`config.mk`:
```
export PLATFORM = sky130hd
export DESIGN_NAME = rr_lock_arbiter_flat
export DESIGN_NICKNAME = d
export VERILOG_FILES = /design/src/rtl/rr_lock_arbiter_if.sv /design/src/rtl/rr_lock_arbiter.sv /design/src/flat_wrapper.sv
export SDC_FILE = /design/constraint.sdc
export NUM_CORES = 1
export LEC_CHECK = 0
export CORE_MARGIN = 2
export CORE_UTILIZATION = 56
export CTS_CLUSTER_DIAMETER = 150
export CTS_CLUSTER_SIZE = 25
export DETAILED_ROUTE_END_ITERATION = 7
export GPL_ROUTABILITY_DRIVEN = 0
export PLACE_DENSITY = 0.85
export SYNTH_ARGS = -nofsm -noshare
export SYNTH_HDL_FRONTEND = slang
export SYNTH_SLANG_ARGS = --single-unit
```
`constraint.sdc`:
```
create_clock -name clk -period 3.1 [get_ports clk]
set_input_delay 0.93 -clock clk [delete_from_list [all_inputs] [get_ports clk]]
set_output_delay 0.93 -clock clk [all_outputs]
set_load 0.01 [all_outputs]
```
`src/rtl/rr_lock_arbiter_if.sv`:
```
// rr_lock_arbiter_if: request/grant bundle shared by requesters and the arbiter.
// Revision: 1.0
`default_nettype none

interface rr_lock_arbiter_if #(
  parameter int N = 4
) ();
  localparam int IDW = $clog2(N);

  logic [N-1:0]   request;
  logic [N-1:0]   grant;
  logic           grant_valid;
  logic [IDW-1:0] grant_id;
  logic           preempt;

  modport master (
    output request,
    input  grant,
    input  grant_valid,
    input  grant_id,
    input  preempt
  );

  modport slave (
    input  request,
    output grant,
    output grant_valid,
    output grant_id,
    output preempt
  );
endinterface

`default_nettype wire

```
`src/rtl/rr_lock_arbiter.sv`:
```
// rr_lock_arbiter: registered round-robin arbiter with burst locking and a hold quantum.
// Revision: 1.0
`default_nettype none

module rr_lock_arbiter #(
  parameter int N        = 4,
  parameter int MAX_HOLD = 8
) (
  input  logic                clk,
  input  logic                rst,
  rr_lock_arbiter_if.slave    bus
);
  localparam int          IDW        = $clog2(N);
  localparam logic [7:0]  HOLD_LIMIT = 8'(MAX_HOLD);

  typedef enum logic [0:0] {
    IDLE  = 1'b0,
    GRANT = 1'b1
  } state_t;

  state_t         state;
  logic [N-1:0]   grant_q;
  logic           valid_q;
  logic [IDW-1:0] owner_q;
  logic [IDW-1:0] ptr_q;
  logic [7:0]     hold_cnt;
  logic           preempt_q;

  logic [N-1:0]   cand;
  logic           win_found;
  logic [IDW-1:0] win_idx;
  logic [IDW-1:0] win_next;
  logic [IDW-1:0] scan_idx;
  int             scan;

  logic           own_req;
  logic           do_take;
  logic           do_release;
  logic           do_preempt;
  logic           do_inc;
  logic           do_restart;

  // While granted, the current owner is masked out so a search always yields a different owner.
  always_comb begin
    cand = (state == GRANT) ? (bus.request & ~grant_q) : bus.request;
  end

  always_comb begin
    win_found = 1'b0;
    win_idx   = '0;
    scan      = 0;
    scan_idx  = '0;
    for (int i = 0; i < N; i++) begin
      scan     = (int'(ptr_q) + i) % N;
      scan_idx = IDW'(scan);
      if (!win_found && cand[scan_idx]) begin
        win_found = 1'b1;
        win_idx   = scan_idx;
      end
    end
    win_next = (win_idx == IDW'(N - 1)) ? '0 : win_idx + 1'b1;
  end

  always_comb begin
    own_req    = bus.request[owner_q];
    do_take    = 1'b0;
    do_release = 1'b0;
    do_preempt = 1'b0;
    do_inc     = 1'b0;
    do_restart = 1'b0;
    case (state)
      IDLE: begin
        do_take = win_found;
      end
      GRANT: begin
        if (!own_req) begin
          do_take    = win_found;
          do_release = !win_found;
        end else if (hold_cnt < HOLD_LIMIT) begin
          do_inc = 1'b1;
        end else if (win_found) begin
          do_take    = 1'b1;
          do_preempt = 1'b1;
        end else begin
          do_restart = 1'b1;
        end
      end
      default: begin
        do_release = 1'b1;
      end
    endcase
  end

  always_ff @(posedge clk) begin
    if (rst) begin
      state     <= IDLE;
      grant_q   <= '0;
      valid_q   <= 1'b0;
      owner_q   <= '0;
      ptr_q     <= '0;
      hold_cnt  <= '0;
      preempt_q <= 1'b0;
    end else begin
      preempt_q <= do_preempt;
      if (do_take) begin
        state    <= GRANT;
        grant_q  <= N'(1) << win_idx;
        valid_q  <= 1'b1;
        owner_q  <= win_idx;
        ptr_q    <= win_next;
        hold_cnt <= 8'd1;
      end else if (do_release) begin
        state    <= IDLE;
        grant_q  <= '0;
        valid_q  <= 1'b0;
        owner_q  <= '0;
        hold_cnt <= '0;
      end else if (do_inc) begin
        hold_cnt <= hold_cnt + 8'd1;
      end else if (do_restart) begin
        hold_cnt <= 8'd1;
      end
    end
  end

  assign bus.grant       = grant_q;
  assign bus.grant_valid = valid_q;
  assign bus.grant_id    = owner_q;
  assign bus.preempt     = preempt_q;

endmodule

`default_nettype wire

```
`src/flat_wrapper.sv`:
```
// flat-port wrapper written by rule: the top's interface ports become plain ports
module rr_lock_arbiter_flat 
#(
  parameter int N        = 4,
  parameter int MAX_HOLD = 8
)
  (clk, rst, bus_request, bus_grant, bus_grant_valid, bus_grant_id, bus_preempt);
  rr_lock_arbiter_if #(.N(N)) bus_i ();
  input  logic clk;
  input  logic rst;
  input wire logic [$bits(bus_i.request)-1:0] bus_request;
  output wire logic [$bits(bus_i.grant)-1:0] bus_grant;
  output wire logic [$bits(bus_i.grant_valid)-1:0] bus_grant_valid;
  output wire logic [$bits(bus_i.grant_id)-1:0] bus_grant_id;
  output wire logic [$bits(bus_i.preempt)-1:0] bus_preempt;
  assign bus_i.request = bus_request;
  assign bus_grant = bus_i.grant;
  assign bus_grant_valid = bus_i.grant_valid;
  assign bus_grant_id = bus_i.grant_id;
  assign bus_preempt = bus_i.preempt;
  rr_lock_arbiter #(.N(N), .MAX_HOLD(MAX_HOLD)) u_core (.clk(clk), .rst(rst), .bus(bus_i));
endmodule
```
==> run metrics, run 1 <==
status completed; Synth top area share 36.1%; crit path launch type primary input; Iteration-0 DRC Markers 21; Yosys top cell by area dfxtp_1; CTS tree yes; worst path bufs/invs 1; Reg power frac 43.2%; FP Rows 15; post-route DRC violation count 0; most frequent cells in the layout 18 x dfxtp_1, 13 x clkdlybuf4s50_1, 11 x nor2_1, 7 x a21oi_1; WP data required 3.28 ns; Seq/Total Area, Yosys 36.1%; number of synthesized flops with an enable pin 0; mux cell area share after synthesis 3.01%; First-pass DRT Iterations 4; final period utilization 87.7%; largest net degree at the start of global routing 13; WP depth 8; setup_tns 0 ns; Chip Height 46.2 um; reg2reg path depth 7; Top FF cell, synth dfxtp_1; vias in the first global route 869; NetSw 257 uW; P&R area growth vs syn 20.2%; Yosys cell types 43; share of layout cells above drive strength 1 13.3%; clock power share 15.5%; Port-buffer cells 13; Simple-Gate Fraction of Synth Area 23.3%; Power Internal 472 uW; Post-CTS Setup Inserts 0; most common cell after layout, fill and taps aside dfxtp_1; Setup Skew 0.00705 ns; pwr dens 607 nW/um2; switch share 35.2%; mapped cell area 998 um2; Die Footprint 2140 um2; cell chain of the critical path clkdlybuf4s50_1, a21boi_0, o221ai_1, a21oi_1, and2_1, ha_1, nand3_1, a21oi_1; Nets 141; wire per inst 13.9 um; initial core utilization 58.5%; Synth Register Bits 18; RSZ-0062 raised after global routing no; vias per inst 5.91; WL final 2120 um; Finished Layout Cells 153; Worst Setup EP u_core.ptr_q[1]; RR Startpoint u_core.state; initial antenna violation count 0; Async SR Flop Fraction 0%; post-CTS resize count 0; io pins 14; dpl hpwl 1620 um; worst-path fanout max 4; r2r endpoint u_core.ptr_q[1]; post-route ant nets 0; Total Routing Usage GR 22.4%; family with the most delay on the worst path compound AO/OA/AOI/OAI gates; minimum clock period after layout 2.72 ns; final hold vios 0; Placed Instances 150; via count 904; fillcell total 132; CTS buffer count 3; CP max stage delay 0.53 ns; GRT overflow 0; Post-Synth XOR/XNOR Area 0%; Leakage 0.000458 uW; setup ws final 0.380 ns; dpl ws 0.0706 ns; post-synthesis instance total 110; Slew Limit Headroom 70.1%; CTS clk-pin slew, worst paths 0.10 ns; die width 46.2 um; Synth area leaders dfxtp_1 36%, ha_1 6.3%, a22o_1 4.4%; crit path DAT 2.90 ns; Worst path slowest cell clkdlybuf4s50_1; Hold WC Path Type reg2reg; Clk Latency, worst-skew pair 0.29 ns; Logic pwr share 41.3%; final setup violation count 0; Syn Nets 121; largest family of logic cells by synthesized area compound AO/OA/AOI/OAI gates; hold-fix buffers at CTS 0; complex-gate fraction of the synthesized area 27.4%; Critical Path Most Common Cell a21oi_1; CTS max path bufs 2; Worst Tran Pin Value 0.449 ns; first-pass GRT wire length 3420 um; kind of critical path in2reg; CP endpoint kind flop; Highest Clock Rate 0.368 GHz; Core ar. 1710 um2; CTS sink count 18; worst vdd ir 0.322 mV; mean area per synthesized cell 9.08 um2; yosys warns 0; beginning of the critical path bus_request[1]; final slew viol count 0; max cap viols 0; adder-cell share of the synthesized area 6.27%; antenna cells 0; CTS Root Cell clkbuf_4; CTS H-tree lvls 1; R2R Setup Slk 1.05 ns
==> worst min path at each step <==
stage	start	end	slack [ns]	depth (start not counted)
after floorplan	u_core.hold_cnt[6]	u_core.hold_cnt[6]	0.46	2
after global routing	u_core.hold_cnt[0]	u_core.hold_cnt[0]	0.56	2
after detailed placement	u_core.hold_cnt[4]	u_core.hold_cnt[4]	0.50	2
after global placement	u_core.hold_cnt[4]	u_core.hold_cnt[4]	0.48	2
final	u_core.hold_cnt[0]	u_core.hold_cnt[0]	0.52	2
after CTS	u_core.hold_cnt[0]	u_core.hold_cnt[0]	0.52	2
==> kinds of logic (layout without fill, tap and decap cells) <==
group	Yosys count	count (layout)
AOI/OAI and AO/OA	35	35
adders and majority gates	5	5
buffers and inverters	8	26
DFF	18	18
muxes	3	3
and+or+nand+nor	41	41
==> power by group through the flow <==
stage               Combinational [uW]  Clock, uW  Sequential [uW]
floorplan                          181          0              320
global placement                   292          0              317
detailed placement                 300          0              319
CTS                                302        115              314
global route                       335        119              322
finish                             301        113              314
==> registers in the layout (all words and copies together) (netlist names) <==
signal / flops
u_core.ptr_q: 2
u_core.state: 1
u_core.bus.preempt: 1
u_core.hold_cnt: 8
u_core.bus.grant: 4
u_core.bus.grant_id: 2
==> synth_stat cells (2+ instances only) <==
| cell | count |
|---|---|
| a21boi_0 | 2 |
| mux2i_1 | 3 |
| a41oi_1 | 2 |
| a21oi_1 | 7 |
| dfxtp_1 | 18 |
| o221ai_1 | 2 |
| nor2_1 | 11 |
| o22ai_1 | 2 |
| inv_1 | 5 |
| o21ai_0 | 2 |
| and2_1 | 3 |
| nand2b_1 | 4 |
| nor3b_1 | 2 |
| a31oi_1 | 2 |
| a22o_1 | 5 |
| nand3_1 | 3 |
| o21bai_1 | 2 |
| nor3_1 | 2 |
| nand2_1 | 5 |
| ha_1 | 5 |
==> tightest hold or removal path, stage by stage (launching register included) <==
cell,delay [ns]
dfxtp_1,0.35
inv_1,0.06
a221oi_1,0.06
==> cell type report <==
class | instances | area, um2 | area share, %
inverters | 5 | 18.8 | 1.56
clock buffers | 3 | 22.5 | 1.88
multi-input cells | 84 | 599 | 49.9
well taps | 25 | 31.3 | 2.61
repair buffers | 18 | 168 | 14.0
flip-flops and latches | 18 | 360 | 30.0
==> metrics by stage <==
stage,hold WS (ns),instance area [um2],total power [uW],utilization (%)
detailed placement,0.500,1180,619,68.9
finish,0.525,1200,728,70.3
global route,0.558,1200,776,70.3
global placement,0.478,1180,609,68.9
CTS,0.520,1200,731,70.3
floorplan,0.460,998,501,-
==> per-layer routing <==
| metal | track usage (%) | wire length, um |
|---|---|---|
| met1 | 23.6 | 927 |
| met2 | 42.5 | 1070 |
| met3 | 2.35 | 57 |
| met4 | 12.0 | 70 |
| met5 | 0 | 0 |
No activity file was read; power rests on OpenSTA's default activity.
==> run 2, diff against run 1 <==
--- a/config.mk
+++ b/config.mk
@@ -10,8 +10,8 @@
 export CTS_CLUSTER_DIAMETER = 150
 export CTS_CLUSTER_SIZE = 25
 export DETAILED_ROUTE_END_ITERATION = 7
-export GPL_ROUTABILITY_DRIVEN = 0
 export PLACE_DENSITY = 0.85
+export REMOVE_ABC_BUFFERS = 1
 export SYNTH_ARGS = -nofsm -noshare
 export SYNTH_HDL_FRONTEND = slang
 export SYNTH_SLANG_ARGS = --single-unit
==> run 2 against run 1 <==
Net effect:
- global-route usage up 1.8 points
- sequential power about the same
- count of clock-buffer cells in the layout up 1
- die area unchanged
- first-iteration DRC count down 4.8%
- final cell count up 0.65%
- maximum frequency up 0.27%
- setup slack better by 0.0074 ns
- critical endpoint unchanged
- largest cell class unchanged
==> run metrics, run 2 (synthesized netlist as in run 1, its figures left out) <==
antenna cells 0 (unchanged); Iteration-0 DRC Markers 20 (was 21); FP Rows 15 (unchanged); status completed (unchanged); die width 46.2 um (unchanged); worst path bufs/invs 1 (unchanged); Die Footprint 2140 um2 (unchanged); max cap viols 0 (unchanged); crit path launch type primary input (unchanged); RR Startpoint u_core.state (unchanged); post-route ant nets 0 (unchanged); vias per inst 5.86 (was 5.91); WP data required 3.28 ns (about the same); CTS sink count 18 (unchanged); clock power share 19.1% (was 15.5%); post-CTS resize count 0 (unchanged); Leakage 0.000465 uW (was 0.000458 uW); CTS max path bufs 2 (unchanged); CTS buffer count 3 (unchanged); cell chain of the critical path clkdlybuf4s50_1, a21boi_0, o221ai_1, a21oi_1, and2_1, ha_1, nand3_1, a21oi_1 (unchanged); family with the most delay on the worst path compound AO/OA/AOI/OAI gates (unchanged); total chip power 771 uW (was 728 uW); kind of critical path in2reg (unchanged); Layout Utilization 71.1% (was 70.3%); worst-path fanout max 4 (unchanged); most frequent cells in the layout 18 x dfxtp_1, 13 x clkdlybuf4s50_1, 11 x nor2_1, 7 x a21oi_1 (unchanged); setup_tns 0 ns (unchanged); most flop-heavy register u_core.hold_cnt (unchanged); Post-CTS Setup Inserts 0 (unchanged); P&R area growth vs syn 21.6% (was 20.2%); most common cell after layout, fill and taps aside dfxtp_1 (unchanged); RSZ-0062 raised after global routing no (unchanged); fillcell total 125 (was 132); Core ar. 1710 um2 (unchanged); CTS H-tree lvls 1 (unchanged); post-route DRC violation count 0 (unchanged); Hold Worst Slack 0.511 ns (was 0.525 ns); via count 903 (was 904); Clk Latency, worst-skew pair 0.30 ns (was 0.29 ns); Placed Area 1180 um2 (unchanged); Logic pwr share 39.9% (was 41.3%); r2r endpoint u_core.bus.grant[1] (was u_core.ptr_q[1]); WP depth 8 (unchanged); switch share 35.3% (was 35.2%); CP endpoint kind flop (unchanged); Worst path slowest cell clkdlybuf4s50_1 (unchanged); Critical Path Most Common Cell a21oi_1 (unchanged); Nets 141 (unchanged); Slew Limit Headroom 68.8% (was 70.1%); NetSw 272 uW (was 257 uW); hold-fix buffers at CTS 0 (unchanged); CP max stage delay 0.52 ns (was 0.53 ns); share of layout cells above drive strength 1 14.0% (was 13.3%); Port-buffer cells 13 (unchanged); initial antenna violation count 0 (unchanged); WL final 2260 um (was 2120 um); CTS Root Cell clkbuf_4 (unchanged); beginning of the critical path bus_request[1] (unchanged); crit path DAT 2.90 ns (about the same); Setup Skew 0.00571 ns (was 0.00705 ns); initial core utilization 58.5% (unchanged); Highest Clock Rate 0.369 GHz (was 0.368 GHz); wire per inst 14.7 um (was 13.9 um); GRT overflow 0 (unchanged); Power Internal 499 uW (was 472 uW); io pins 14 (unchanged); first-pass GRT wire length 3690 um (was 3420 um); max reg flops 8 (unchanged); Reg power frac 41.1% (was 43.2%); final setup violation count 0 (unchanged); worst vdd ir 0.352 mV (was 0.322 mV); vias in the first global route 898 (was 869); reg2reg path depth 7 (unchanged); pwr dens 635 nW/um2 (was 607 nW/um2); final period utilization 87.5% (was 87.7%); Total Routing Usage GR 24.3% (was 22.4%); multi-input combinational cell area 599 um2 (unchanged); Worst Setup EP u_core.ptr_q[1] (unchanged); design area 1210 um2 (was 1200 um2); R2R Setup Slk 1.05 ns (about the same); CTS tree yes (unchanged); First-pass DRT Iterations 4 (unchanged); Chip Height 46.2 um (unchanged); Worst Tran Pin Value 0.468 ns (was 0.449 ns); Hold WC Path Type reg2reg (unchanged); final hold vios 0 (unchanged); final slew viol count 0 (unchanged); minimum clock period after layout 2.71 ns (was 2.72 ns); largest net degree at the start of global routing 13 (unchanged); dpl hpwl 1760 um (was 1620 um); routability cong. 0.950; Reg area 360 um2 (unchanged); CTS clk-pin slew, worst paths 0.11 ns (was 0.10 ns)
-- run 2: cell count changes in the layout (fill, tap and decap cells not counted), sizes merged --
cell	change
clkbuf	+1
-- run 2: worst min-delay path: cells and delay by family (launching register included) --
kind,cells,cell delay (ns)
AND/OR/NAND/NOR,1,0.07
AO/OA/AOI/OAI,1,0.05
flip-flops,1,0.36
-- run 2: cell type report --
type	instances	share of cell area [%]
multi-input combinational	84	49.4
timing repair buffer	18	13.8
clock buffer	4	2.99
tap	25	2.58
sequential	18	29.7
inverter	5	1.55
-- run 2: power by group through the flow --
stage / clock, uW / combinational [uW] / sequential [uW]
finish: 147 / 307 / 317
global route: 161 / 340 / 322
CTS: 151 / 306 / 315
detailed placement: 0 / 306 / 320
global placement: 0 / 295 / 318
floorplan: 0 / 175 / 322
-- run 2: routing by layer --
| layer | global-route usage (%) | vias to the layer above | share of wire [%] |
|---|---|---|---|
| met2 | 45.6 | 22 | 53 |
| met5 | 0 | - | 0 |
| met3 | 3.53 | 6 | 2.1 |
| li1 | - | 450 | - |
| met4 | 11.4 | 0 | 1.5 |
| met1 | 26.0 | 425 | 43 |
-- run 2: stage by stage --
| stage | std cells | setup WS [ns] |
|---|---|---|
| after floorplan | 107 | 0.806 |
| after global placement | 150 | 0.215 |
| after detailed placement | 150 | 0.0686 |
| after CTS | 154 | 0.405 |
| after global routing | 154 | 0.252 |
| final | 154 | 0.388 |
-- run 2: worst min-delay path by stage --
| stage | cells after the start | startpoint | slack [ns] | endpoint |
|---|---|---|---|---|
| finish | 2 | u_core.hold_cnt[4] | 0.51 | u_core.hold_cnt[4] |
| global route | 1 | u_core.bus.grant[2] | 0.55 | u_core.bus.grant[2] |
| CTS | 2 | u_core.hold_cnt[4] | 0.51 | u_core.hold_cnt[4] |
| detailed placement | 2 | u_core.hold_cnt[4] | 0.49 | u_core.hold_cnt[4] |
| global placement | 2 | u_core.hold_cnt[4] | 0.48 | u_core.hold_cnt[4] |
| floorplan | 2 | u_core.hold_cnt[6] | 0.46 | u_core.hold_cnt[6] |
